`config.mk`:
```
export PLATFORM = sky130hd
export DESIGN_NAME = traffic_phase_sched
export DESIGN_NICKNAME = d
export VERILOG_FILES = /design/src/rtl/traffic_pkg.sv /design/src/rtl/phase_timer.sv /design/src/rtl/traffic_phase_sched.sv
export SDC_FILE = /design/constraint.sdc
export NUM_CORES = 1
export LEC_CHECK = 0
export CAP_MARGIN = 20
export CORE_UTILIZATION = 45
export CTS_CLUSTER_SIZE = 12
export DETAILED_ROUTE_END_ITERATION = 16
export GPL_TIMING_DRIVEN = 1
export PLACE_DENSITY = 0.82
export SLEW_MARGIN = 10
export SYNTH_ARGS = -nofsm -noshare
export SYNTH_HDL_FRONTEND = slang
export SYNTH_SLANG_ARGS = --single-unit
export TNS_END_PERCENT = 100
```
`constraint.sdc`:
```
create_clock -name clk -period 2.33 [get_ports clk]
set_input_delay 0.233 -clock clk [delete_from_list [all_inputs] [get_ports clk]]
set_output_delay 0.233 -clock clk [all_outputs]
set_load 0.005 [all_outputs]
```
`src/rtl/traffic_pkg.sv`:
```
// Shared state encodings, lamp codes and default timing for the traffic phase scheduler.
package traffic_pkg;

    typedef enum logic [2:0] {
        NSG   = 3'd0,
        NSY   = 3'd1,
        AR1   = 3'd2,
        EWG   = 3'd3,
        EWY   = 3'd4,
        AR2   = 3'd5,
        FLASH = 3'd6
    } state_e;

    localparam logic [2:0] RED    = 3'b100;
    localparam logic [2:0] YELLOW = 3'b010;
    localparam logic [2:0] GREEN  = 3'b001;

    localparam int unsigned DEF_MIN_GREEN = 4;
    localparam int unsigned DEF_MAX_GREEN = 10;
    localparam int unsigned DEF_YELLOW_T  = 2;
    localparam int unsigned DEF_ALLRED_T  = 1;
    localparam int unsigned DEF_WALK_T    = 6;
    localparam int unsigned DEF_CNT_W     = 4;

    // flash_ph selects which approach shows yellow while flashing
    function automatic logic [2:0] ns_light_of(input state_e st, input logic flash_ph);
        case (st)
            NSG:     ns_light_of = GREEN;
            NSY:     ns_light_of = YELLOW;
            FLASH:   ns_light_of = flash_ph ? RED : YELLOW;
            default: ns_light_of = RED;
        endcase
    endfunction

    function automatic logic [2:0] ew_light_of(input state_e st, input logic flash_ph);
        case (st)
            EWG:     ew_light_of = GREEN;
            EWY:     ew_light_of = YELLOW;
            FLASH:   ew_light_of = flash_ph ? YELLOW : RED;
            default: ew_light_of = RED;
        endcase
    endfunction

endpackage

```
`src/rtl/phase_timer.sv`:
```
// Saturating up-counter cleared on the cycle a new state is entered.
module phase_timer #(
    parameter int unsigned CNT_W = 4
) (
    input  logic             clk,
    input  logic             rst,
    input  logic             clear,
    output logic [CNT_W-1:0] cnt,
    output logic [CNT_W-1:0] cnt_next
);

    always_comb begin
        if (clear) begin
            cnt_next = '0;
        end else if (&cnt) begin
            cnt_next = cnt;
        end else begin
            cnt_next = cnt + CNT_W'(1);
        end
    end

    always_ff @(posedge clk or negedge rst) begin
        if (!rst) begin
            cnt <= '0;
        end else begin
            cnt <= cnt_next;
        end
    end

endmodule

```
`src/rtl/traffic_phase_sched.sv`:
```
// Demand-actuated two-road signal scheduler with latched pedestrian walk.
// Optional flashing mode is built when FLASH_MODE_EN is defined.
module traffic_phase_sched
    import traffic_pkg::*;
#(
    parameter int unsigned MIN_GREEN = DEF_MIN_GREEN,
    parameter int unsigned MAX_GREEN = DEF_MAX_GREEN,
    parameter int unsigned YELLOW_T  = DEF_YELLOW_T,
    parameter int unsigned ALLRED_T  = DEF_ALLRED_T,
    parameter int unsigned WALK_T    = DEF_WALK_T,
    parameter int unsigned CNT_W     = DEF_CNT_W
) (
    input  logic             clk,
    input  logic             rst,
    input  logic             ns_car,
    input  logic             ew_car,
    input  logic             ped_req,
`ifdef FLASH_MODE_EN
    input  logic             flash_req,
`endif
    output logic [2:0]       NS_light,
    output logic [2:0]       EW_light,
    output logic             walk,
    output logic             ped_ack,
    output logic             ped_pending,
    output logic [2:0]       state,
    output logic [CNT_W-1:0] phase_cnt
);

    localparam logic [CNT_W-1:0] MIN_LAST  = CNT_W'(MIN_GREEN - 1);
    localparam logic [CNT_W-1:0] MAX_LAST  = CNT_W'(MAX_GREEN - 1);
    localparam logic [CNT_W-1:0] YEL_LAST  = CNT_W'(YELLOW_T - 1);
    localparam logic [CNT_W-1:0] AR_LAST   = CNT_W'(ALLRED_T - 1);
    localparam logic [CNT_W-1:0] WALK_LAST = CNT_W'(WALK_T - 1);
    localparam logic [CNT_W-1:0] WALK_LIM  = CNT_W'(WALK_T);

    state_e           state_q, state_d;
    logic [CNT_W-1:0] cnt_next;
    logic             grant_q, grant_d;
    logic             enter_ewg;
    logic             walk_done;
    logic             flash_go;
    logic             flash_ph_d;

    phase_timer #(
        .CNT_W (CNT_W)
    ) u_phase_timer (
        .clk      (clk),
        .rst      (rst),
        .clear    (state_d != state_q),
        .cnt      (phase_cnt),
        .cnt_next (cnt_next)
    );

`ifdef FLASH_MODE_EN
    logic [CNT_W-1:0] flash_cnt_q, flash_cnt_d;
    logic             flash_ph_q;

    assign flash_go = flash_req;

    // Lamp phase restarts on entry and toggles every YELLOW_T cycles while flashing
    always_comb begin
        flash_ph_d  = 1'b0;
        flash_cnt_d = '0;
        if (state_d == FLASH && state_q == FLASH) begin
            if (flash_cnt_q == YEL_LAST) begin
                flash_ph_d = ~flash_ph_q;
            end else begin
                flash_ph_d  = flash_ph_q;
                flash_cnt_d = flash_cnt_q + CNT_W'(1);
            end
        end
    end

    always_ff @(posedge clk or negedge rst) begin
        if (!rst) begin
            flash_cnt_q <= '0;
            flash_ph_q  <= 1'b0;
        end else begin
            flash_cnt_q <= flash_cnt_d;
            flash_ph_q  <= flash_ph_d;
        end
    end
`else
    assign flash_go   = 1'b0;
    assign flash_ph_d = 1'b0;
`endif

    // A granted walk holds EWG until it has run its full length, even past max green
    assign walk_done = !grant_q || (phase_cnt >= WALK_LAST);
    assign enter_ewg = (state_d == EWG) && (state_q != EWG);

    always_comb begin
        state_d = state_q;
        case (state_q)
            NSG: begin
                if (phase_cnt >= MIN_LAST && (ew_car || ped_pending) &&
                    (!ns_car || phase_cnt >= MAX_LAST)) begin
                    state_d = NSY;
                end
            end
            NSY: if (phase_cnt == YEL_LAST) state_d = AR1;
            AR1: if (phase_cnt == AR_LAST) state_d = flash_go ? FLASH : EWG;
            EWG: begin
                if (phase_cnt >= MIN_LAST && walk_done && ns_car &&
                    (!ew_car || phase_cnt >= MAX_LAST)) begin
                    state_d = EWY;
                end
            end
            EWY: if (phase_cnt == YEL_LAST) state_d = AR2;
            AR2: if (phase_cnt == AR_LAST) state_d = flash_go ? FLASH : NSG;
            FLASH: if (!flash_go) state_d = AR2;
            default: state_d = NSG;
        endcase
    end

    always_comb begin
        grant_d = 1'b0;
        if (enter_ewg) begin
            grant_d = ped_pending;
        end else if (state_d == EWG) begin
            grant_d = grant_q;
        end
    end

    // Outputs are decoded from the next state so lamps switch with the state register
    always_ff @(posedge clk or negedge rst) begin
        if (!rst) begin
            state_q     <= NSG;
            grant_q     <= 1'b0;
            NS_light    <= GREEN;
            EW_light    <= RED;
            walk        <= 1'b0;
            ped_ack     <= 1'b0;
            ped_pending <= 1'b0;
        end else begin
            state_q     <= state_d;
            grant_q     <= grant_d;
            NS_light    <= ns_light_of(state_d, flash_ph_d);
            EW_light    <= ew_light_of(state_d, flash_ph_d);
            walk        <= (state_d == EWG) && grant_d && (cnt_next < WALK_LIM);
            ped_ack     <= enter_ewg && ped_pending;
            // Pending clears after the ack cycle; a new press in that cycle keeps it set
            ped_pending <= ped_req || (ped_pending && !ped_ack);
        end
    end

    assign state = state_q;

endmodule

```
==> flow_metrics.env, run 1 <==
export IMPL_status="complete, no violations"
export IMPL_syn_to_final_growth_pct=28.8
export IMPL_coreArea_um2=2210
export IMPL_synth_seq_cells=17
export IMPL_wl_um=2370
export IMPL_io_buffer_count=20
export IMPL_syn_avg_cell_area_um2=10.2
export IMPL_end_kind="flop"
export IMPL_worst_slack_ns=0.0461
export IMPL_cts_tree="built"
export IMPL_relSlewSlack=0.496
export IMPL_cts_sinks=17
export IMPL_maxSlewViolCount=0
export IMPL_drc_errors=0
export IMPL_max_stage_delay_ns=0.56
export IMPL_grt_pass1_vias=844
export IMPL_worstReg2RegEnd="u_phase_timer.cnt[1]"
export IMPL_fin_cells=159
export IMPL_drt_iter0_drc=40
export IMPL_synth_top_area_cell="dfrtp_1"
export IMPL_wl_per_cell_um=14.9
export IMPL_finalCritPeriodShare=0.980
export IMPL_async_reset_ff_frac=1.00
export IMPL_nFillCells=193
export IMPL_initial_core_util=0.474
export IMPL_place_congestion=0.857
export IMPL_drive_gt1_frac=0.198
export IMPL_drv_cap=0
export IMPL_diodes=0
export IMPL_dieArea_um2=2530
export IMPL_worstPathRequired_ns=2.51
export IMPL_post_place_ws_ns=0.0555
export IMPL_clk_latency_ns=0.29
export IMPL_cts_clk_slew_worst_paths_ns=0.10
export IMPL_layout_min_cycle_time_ns=2.28
export IMPL_finClkSkew_ns=0.00654
export IMPL_path_cells="inv_2 > ha_1 > nor3b_4 > nor3_2 > or4_4 > a21oi_4 > mux2_1"
export IMPL_yosys_warnings=0
export IMPL_r2r_start="u_phase_timer.cnt[0]"
export IMPL_crit_type="reg2reg"
export IMPL_synth_edf_count=0
export IMPL_hold_path_class="in2async"
export IMPL_synth_cells=103
export IMPL_htree_levels=1
export IMPL_grt_antenna_before_repair=0
export IMPL_grt_usage=0.202
export IMPL_syn_num_nets=112
export IMPL_start_kind="flop"
export IMPL_synth_area_top_cells="dfrtp_1 36%, mux2i_1 5.7%, dfstp_2 5.0%"
export IMPL_r2r_cells=7
export IMPL_grt_max_degree=18
export IMPL_cts_root_buffer="clkbuf_4"
export IMPL_ff2ff_setup_slack_ns=0.05
export IMPL_grt_ovfl_total=0
export IMPL_crit_end="u_phase_timer.cnt[1]"
export IMPL_via_per_inst=5.67
export IMPL_grt_first_pass_wirelength_um=3810
export IMPL_fin_area_um2=1350
export IMPL_crit_fanout=6
export IMPL_synth_ff_type="dfrtp_1"
export IMPL_cts_buffer_depth=2
export IMPL_tightest_slew_ns=0.754
export IMPL_antenna_left=0
export IMPL_dr_pass1_iters=4
export IMPL_synth_top_cell_area_share=0.358
export IMPL_setup_violations_final=0
export IMPL_hold_violations=0
export IMPL_p_per_area_nw_per_um2=1310
export IMPL_die_w_um=50.3
export IMPL_arrival_ns=2.47
export IMPL_power_mw=1.77
export IMPL_rows=17
export IMPL_die_h_um=50.3
export IMPL_p_leak_nw=0.586
export IMPL_hpwl_um=1730
export IMPL_timing_fmax_mhz=438
export IMPL_vias=901
export IMPL_syn_cell_area_um2=1050
export IMPL_place_area_um2=1300
export IMPL_dp_cells=152
export IMPL_nets=141
export IMPL_finish_utilization=0.610
export IMPL_critPathLaunch="u_phase_timer.cnt[0]"
export IMPL_io_pins=21
export IMPL_crit_slowest_cell="or4_4"
export IMPL_yosysSeqAreaShare=0.408
export IMPL_cts_buffers=3
export IMPL_synth_distinct_cells=43
export IMPL_peakVddDrop_uv=868
==> stage by stage <==
stage	hold slack, ns	setup TNS [ns]
floorplan	-0.0626	0
global placement	0.537	0
detailed placement	0.565	0
CTS	0.390	0
global route	0.415	-0.0476
finish	0.376	0
==> cell usage after synthesis (2+ instances only) <==
master,n
a21boi_0,2
a21o_1,2
a21oi_1,2
a31oi_1,3
buf_2,3
buf_6,2
clkbuf_1,2
dfrtp_1,15
dfstp_2,2
ha_1,4
inv_1,6
mux2i_1,6
nand2_1,7
nand2b_1,5
nand3_1,2
nor2_1,3
nor2b_1,3
nor3_1,3
nor3b_1,3
o211ai_1,3
o21ai_0,3
==> flip-flops by register name (all words and copies together) (netlist names) <==
signal,cells
ped_ack,1
state,3
walk,1
NS_light,3
EW_light,3
ped_pending,1
u_phase_timer.cnt,4
grant_q,1
==> how the worst min path moves through the flow <==
stage / from / endpoint
detailed placement: ped_ack / ped_pending
CTS: rst / EW_light[1]
finish: rst / EW_light[1]
global placement: ped_ack / ped_pending
global route: rst / EW_light[1]
floorplan: rst / EW_light[0]
==> timing repair <==
item / in CTS / in global routing
setup endpoints to repair: 0 / 5
hold buffers: 0 / 0
buffers inserted: 0 / 3
resized for setup: 0 / 2
==> cells in the final DEF, fill, tap and decap left out, drive strengths merged, types with 2 or more instances in the layout <==
cell type / synthesis / layout
a21boi: 3 / 3
dfstp: 2 / 2
nor2b: 3 / 3
inv: 6 / 6
dfrtp: 15 / 15
ha: 4 / 4
nor3: 4 / 4
nor2: 3 / 3
clkbuf: 2 / 3
nand3: 2 / 2
nand2: 7 / 7
clkdlybuf4s50: 0 / 20
a21o: 2 / 2
o21ai: 3 / 3
buf: 5 / 11
nor3b: 5 / 5
mux2i: 6 / 6
a21oi: 4 / 4
nand2b: 5 / 5
a31oi: 3 / 3
o211ai: 3 / 3
==> area by class of cell <==
| cell class | instances | area, µm² | share of cell area |
|---|---|---|---|
| Timing Repair Buffer | 31 | 283 | 0.209 |
| Inverter | 6 | 22.5 | 0.0167 |
| Multi-Input combinational cell | 73 | 553 | 0.410 |
| Clock buffer | 3 | 22.5 | 0.0167 |
| Clock inverter | 1 | 5.00 | 0.00371 |
| Tap cell | 28 | 35.0 | 0.0260 |
| Sequential cell | 17 | 429 | 0.318 |
==> critical path: cells and delay by family, from the launching register on <==
kind	cells	cell delay [ns]
adders and majority gates	1	0.14
AOI/OAI and AO/OA	1	0.22
buffers and inverters	1	0.09
muxes	1	0.35
and+or+nand+nor	3	0.91
DFF	1	0.46
==> report_power, final <==
part / internal [mW] / switching, mW / total, mW
Combinational: 0.597 / 0.506 / 1.10
Clock: 0.0639 / 0.0921 / 0.156
Sequential: 0.410 / 0.103 / 0.513
Total: 1.07 / 0.701 / 1.77
==> cell families after synthesis <==
family,Yosys count,synth area share
DFF,17,0.408
buffers and inverters,13,0.0644
AOI/OAI and AO/OA,23,0.166
muxes,7,0.0680
adders and majority gates,4,0.0477
and+or+nand+nor,38,0.237
xor gates and xnor gates,1,0.00835
==> per-layer routing <==
layer / track usage / wire, µm / share of wire / vias up
met3: 0.0576 / 134 / 0.056 / 9
met1: 0.252 / 990 / 0.42 / 434
li1: - / - / - / 419
met2: 0.338 / 1200 / 0.50 / 39
met4: 0.0524 / 49 / 0.021 / 0
met5: 0 / 0 / 0 / -
(Power assumes the default switching activity.)
==> inputs of run 2 (changes only) <==
--- a/config.mk
+++ b/config.mk
@@ -6,11 +6,12 @@
 export NUM_CORES = 1
 export LEC_CHECK = 0
 export CAP_MARGIN = 20
-export CORE_UTILIZATION = 45
+export CORE_MARGIN = 2
+export CORE_UTILIZATION = 50
 export CTS_CLUSTER_SIZE = 12
 export DETAILED_ROUTE_END_ITERATION = 16
 export GPL_TIMING_DRIVEN = 1
-export PLACE_DENSITY = 0.82
+export PLACE_DENSITY = 0.89
 export SLEW_MARGIN = 10
 export SYNTH_ARGS = -nofsm -noshare
 export SYNTH_HDL_FRONTEND = slang
==> flow_metrics.env, run 2 (synthesized netlist as in run 1, its figures left out) <==
export IMPL_status="complete, no violations"
export IMPL_dieArea_um2=2480
export IMPL_wl_per_cell_um=16.2
export IMPL_antenna_left=0
export IMPL_final_common_cell="clkdlybuf4s50_1"
export IMPL_clk_latency_ns=0.29
export IMPL_hold_path_class="in2async"
export IMPL_rsz0062_at_grt="no"
export IMPL_drt_iter0_drc=24
export IMPL_cts_clk_slew_worst_paths_ns=0.11
export IMPL_via_per_inst=5.72
export IMPL_ff2ff_setup_slack_ns=0.13
export IMPL_crit_type="reg2reg"
export IMPL_finClkSkew_ns=0.000630
export IMPL_cts_buffers=3
export IMPL_htree_levels=1
export IMPL_setup_violations_final=0
export IMPL_coreArea_um2=1960
export IMPL_top_register="u_phase_timer.cnt"
export IMPL_postCtsHoldBufs=0
export IMPL_grt_pass1_vias=910
export IMPL_dp_cells=149
export IMPL_r2r_start="u_phase_timer.cnt[0]"
export IMPL_fin_cells=155
export IMPL_grt_ovfl_total=0
export IMPL_cts_sinks=17
export IMPL_grt_max_degree=18
export IMPL_hpwl_um=1810
export IMPL_place_congestion=0.898
export IMPL_vias=887
export IMPL_multi_input_area_um2=563
export IMPL_p_leak_nw=0.573
export IMPL_initial_core_util=0.534
export IMPL_grt_antenna_before_repair=0
export IMPL_io_pins=21
export IMPL_drc_errors=0
export IMPL_syn_to_final_growth_pct=27.8
export IMPL_finalCritPeriodShare=0.945
export IMPL_arrival_ns=2.39
export IMPL_nets=138
export IMPL_cts_buffer_depth=2
export IMPL_post_place_ws_ns=0.0794
export IMPL_drive_gt1_frac=0.195
export IMPL_nFillCells=159
export IMPL_end_kind="flop"
export IMPL_worstReg2RegEnd="u_phase_timer.cnt[1]"
export IMPL_largest_reg_flops=4
export IMPL_max_stage_delay_ns=0.56
export IMPL_crit_slowest_cell="or4_4"
export IMPL_path_cells="inv_2 > ha_1 > nor3b_4 > nor3_2 > or4_4 > a21oi_4 > mux2_1"
export IMPL_timing_fmax_mhz=454
export IMPL_p_per_area_nw_per_um2=1320
export IMPL_hold_violations=0
export IMPL_cts_tree="built"
export IMPL_diodes=0
export IMPL_dr_pass1_iters=4
export IMPL_maxSlewViolCount=0
export IMPL_holdWs_ns=0.373
export IMPL_layout_min_cycle_time_ns=2.20
export IMPL_tns_ns=0
export IMPL_die_w_um=49.8
export IMPL_seq_area_um2=429
export IMPL_most_common_layout_cells="20 x clkdlybuf4s50_1, 14 x dfrtp_1, 7 x nand2_1, 7 x buf_4"
export IMPL_die_h_um=49.8
export IMPL_relSlewSlack=0.491
export IMPL_worst_slack_ns=0.129
export IMPL_grt_first_pass_wirelength_um=4020
export IMPL_start_kind="flop"
export IMPL_power_mw=1.77
export IMPL_tightest_slew_ns=0.761
export IMPL_grt_usage=0.210
export IMPL_wl_um=2520
export IMPL_rows=16
export IMPL_io_buffer_count=20
export IMPL_r2r_cells=7
export IMPL_cts_root_buffer="clkbuf_4"
export IMPL_drv_cap=0
export IMPL_worstPathRequired_ns=2.52
export IMPL_crit_fanout=6
export IMPL_peakVddDrop_uv=892
-- run 2: cell types whose count changed in the layout (fill, tap and decap cells not counted), sizes merged --
cell | before | now
buf | 11 | 8
-- run 2: critical path: cells and delay by family (launching register included) --
family / cells / cell delay [ns]
adder cells (fa/ha/maj): 1 / 0.16
flip-flops: 1 / 0.46
multiplexers: 1 / 0.34
buffers and inverters: 1 / 0.10
AO/OA/AOI/OAI: 1 / 0.18
AND/OR/NAND/NOR: 3 / 0.86
-- run 2: what timing repair did --
| action | 4_1_cts | 5_1_grt |
|---|---|---|
| buffers inserted | 0 | 2 |
| gates resized for setup | 0 | 5 |
| endpoints found under the setup margin | 0 | 6 |
-- run 2: report_power, final --
part	switching [mW]	internal (mW)
logic	0.502	0.572
clock network	0.101	0.0639
registers	0.122	0.410
total	0.725	1.05
-- run 2: cell type report --
cell class | instances | area share
flip-flops and latches | 17 | 0.320
multi-input cells | 73 | 0.420
well taps | 27 | 0.0252
inverters | 6 | 0.0168
clock buffers | 3 | 0.0168
repair buffers | 28 | 0.197
clock inverters | 1 | 0.00373
-- run 2: how the worst max path moves through the flow --
stage                              start              endpoint  slack [ns]  cells after the start
floorplan           u_phase_timer.cnt[0]  u_phase_timer.cnt[1]        0.25                      7
global placement    u_phase_timer.cnt[0]           EW_light[0]        0.17                      8
detailed placement  u_phase_timer.cnt[0]           EW_light[2]        0.08                      8
CTS                 u_phase_timer.cnt[0]           EW_light[2]        0.06                      8
global route        u_phase_timer.cnt[0]           EW_light[2]        0.02                      8
finish              u_phase_timer.cnt[0]  u_phase_timer.cnt[1]        0.13                      7
-- run 2: stage by stage --
step | instance area (µm²) | util
finish | 1340 | 0.683
CTS | 1310 | 0.668
floorplan | 1050 | -
global route | 1340 | 0.683
global placement | 1280 | 0.654
detailed placement | 1280 | 0.654
-- run 2: layer usage --
layer / GRT usage / up-vias / share of wire
met4: 0.0694 / 0 / 0.022
met5: 0 / - / 0
li1: - / 415 / -
met2: 0.367 / 25 / 0.52
met3: 0.0424 / 8 / 0.034
met1: 0.256 / 439 / 0.42
==> inputs of run 3 (changes only) <==
==> constraint.sdc (replaced) <==
create_clock -name clk -period 2.33 [get_ports clk]
set_input_delay 0.233 -clock clk [delete_from_list [all_inputs] [get_ports clk]]
set_output_delay 0.233 -clock clk [all_outputs]
set_load 0.05 [all_outputs]
==> flow_metrics.env, run 3 (synthesized netlist as in run 1, its figures left out) <==
export IMPL_nFillCells=163
export IMPL_coreArea_um2=1960
export IMPL_worstPathRequired_ns=2.56
export IMPL_final_common_cell="clkdlybuf4s50_1"
export IMPL_fin_area_um2=1340
export IMPL_p_clk_frac=0.081
export IMPL_wl_per_cell_um=16.0
export IMPL_grt_first_pass_wirelength_um=4160
export IMPL_p_switching_mw=1.01
export IMPL_hold_violations=0
export IMPL_p_leak_nw=0.573
export IMPL_io_buffer_count=20
export IMPL_crit_type="reg2reg"
export IMPL_rows=16
export IMPL_io_pins=21
export IMPL_most_common_layout_cells="20 x clkdlybuf4s50_1, 13 x dfrtp_1, 8 x buf_4"
export IMPL_drc_errors=0
export IMPL_vias=891
export IMPL_cellInternalPower_mw=1.06
export IMPL_maxSlewViolCount=0
export IMPL_critical_path_buf_inv_count=2
export IMPL_drt_iter0_drc=11
export IMPL_seqPwrFrac=0.249
export IMPL_start_kind="flop"
export IMPL_layout_min_cycle_time_ns=2.24
export IMPL_dieArea_um2=2480
export IMPL_place_area_um2=1280
export IMPL_grt_max_degree=18
export IMPL_timing_fmax_mhz=446
export IMPL_finClkSkew_ns=0.00138
export IMPL_tightest_slew_ns=0.793
export IMPL_dr_pass1_iters=4
export IMPL_clk_latency_ns=0.31
export IMPL_top_register="u_phase_timer.cnt"
export IMPL_cts_buffer_depth=2
export IMPL_antenna_left=0
export IMPL_cts_buffers=3
export IMPL_end_kind="flop"
export IMPL_relSlewSlack=0.470
export IMPL_path_cells="inv_1 > ha_1 > nor3b_4 > nor3_2 > or4_4 > a21oi_4 > buf_6 > mux2i_2"
export IMPL_peakVddDrop_uv=844
export IMPL_via_per_inst=5.71
export IMPL_p_per_area_nw_per_um2=1550
export IMPL_syn_to_final_growth_pct=27.9
export IMPL_seq_area_um2=430
export IMPL_comb_power_share=0.670
export IMPL_cts_clk_slew_worst_paths_ns=0.10
export IMPL_grt_antenna_before_repair=0
export IMPL_max_stage_delay_ns=0.56
export IMPL_drv_cap=0
export IMPL_finalCritPeriodShare=0.962
export IMPL_htree_levels=1
export IMPL_postCtsHoldBufs=0
export IMPL_setup_violations_final=0
export IMPL_crit_slowest_cell="or4_4"
export IMPL_multi_input_area_um2=557
export IMPL_nets=139
export IMPL_status="complete, no violations"
export IMPL_initial_core_util=0.534
export IMPL_holdWs_ns=0.376
export IMPL_critical_path_top_delay_family="simple AND/OR/NAND/NOR gates"
export IMPL_crit_fanout=7
export IMPL_arrival_ns=2.47
export IMPL_cts_root_buffer="clkbuf_4"
export IMPL_die_h_um=49.8
export IMPL_cts_sinks=17
export IMPL_diodes=0
export IMPL_hold_path_class="in2async"
export IMPL_wl_um=2490
export IMPL_swShare=0.488
export IMPL_grt_usage=0.225
export IMPL_cts_tree="built"
export IMPL_place_congestion=0.903
export IMPL_drive_gt1_frac=0.194
export IMPL_grt_pass1_vias=905
export IMPL_largest_reg_flops=4
export IMPL_hpwl_um=1820
export IMPL_die_w_um=49.8
export IMPL_grt_ovfl_total=0
[run 3: per-stage QoR]
step | worst slack [ns] | instances | utilization | TNS, ns | power [mW]
2_1_floorplan | 0.112 | 103 | - | 0 | 1.45
3_5_place_dp | 0.0107 | 149 | 0.655 | 0 | 1.82
3_3_place_gp | 0.176 | 149 | 0.655 | 0 | 1.77
4_1_cts | 0.0292 | 154 | 0.674 | 0 | 2.02
5_1_grt | -0.0205 | 156 | 0.684 | -0.0205 | 2.20
6_report | 0.0896 | 156 | 0.684 | 0 | 2.08
[run 3: final timing paths]
check                                      from  slack (ns)  cells past startpoint                    to
max                        u_phase_timer.cnt[1]        0.09                      8           EW_light[2]
min                                         rst        0.38                      1           NS_light[2]
max reg2reg                u_phase_timer.cnt[1]        0.09                      8           EW_light[2]
min reg2reg                             ped_ack        0.56                      2           ped_pending
max in group asynchronous                   rst        1.41                      1  u_phase_timer.cnt[0]
min in group clk                        ped_req        0.49                      2           ped_pending
[run 3: routing by layer]
metal | part of all wire | track usage | up-vias
met5 | 0 | 0 | -
met2 | 0.50 | 0.376 | 31
li1 | - | - | 414
met3 | 0.043 | 0.0667 | 10
met4 | 0.046 | 0.139 | 0
met1 | 0.41 | 0.250 | 436
[run 3: what timing repair did]
item | 4_1_cts | 5_1_grt
buffers inserted | 1 | 2
endpoints found under the setup margin | 1 | 3
pin swaps | 0 | 1
resized for setup | 1 | 2
[run 3: power groups by stage]
| stage | clock network, mW | registers [mW] | logic (mW) |
|---|---|---|---|
| after global placement | 0 | 0.510 | 1.26 |
| after detailed placement | 0 | 0.523 | 1.30 |
| after CTS | 0.161 | 0.517 | 1.34 |
| after global routing | 0.182 | 0.530 | 1.49 |
| final | 0.169 | 0.518 | 1.39 |
| after floorplan | 0 | 0.793 | 0.656 |
[run 3: final cells by class]
type,count,area share
tap,27,0.0252
clock buffer,4,0.0196
timing repair buffer,29,0.202
multi-input combinational,73,0.415
sequential,17,0.321
inverter,6,0.0168
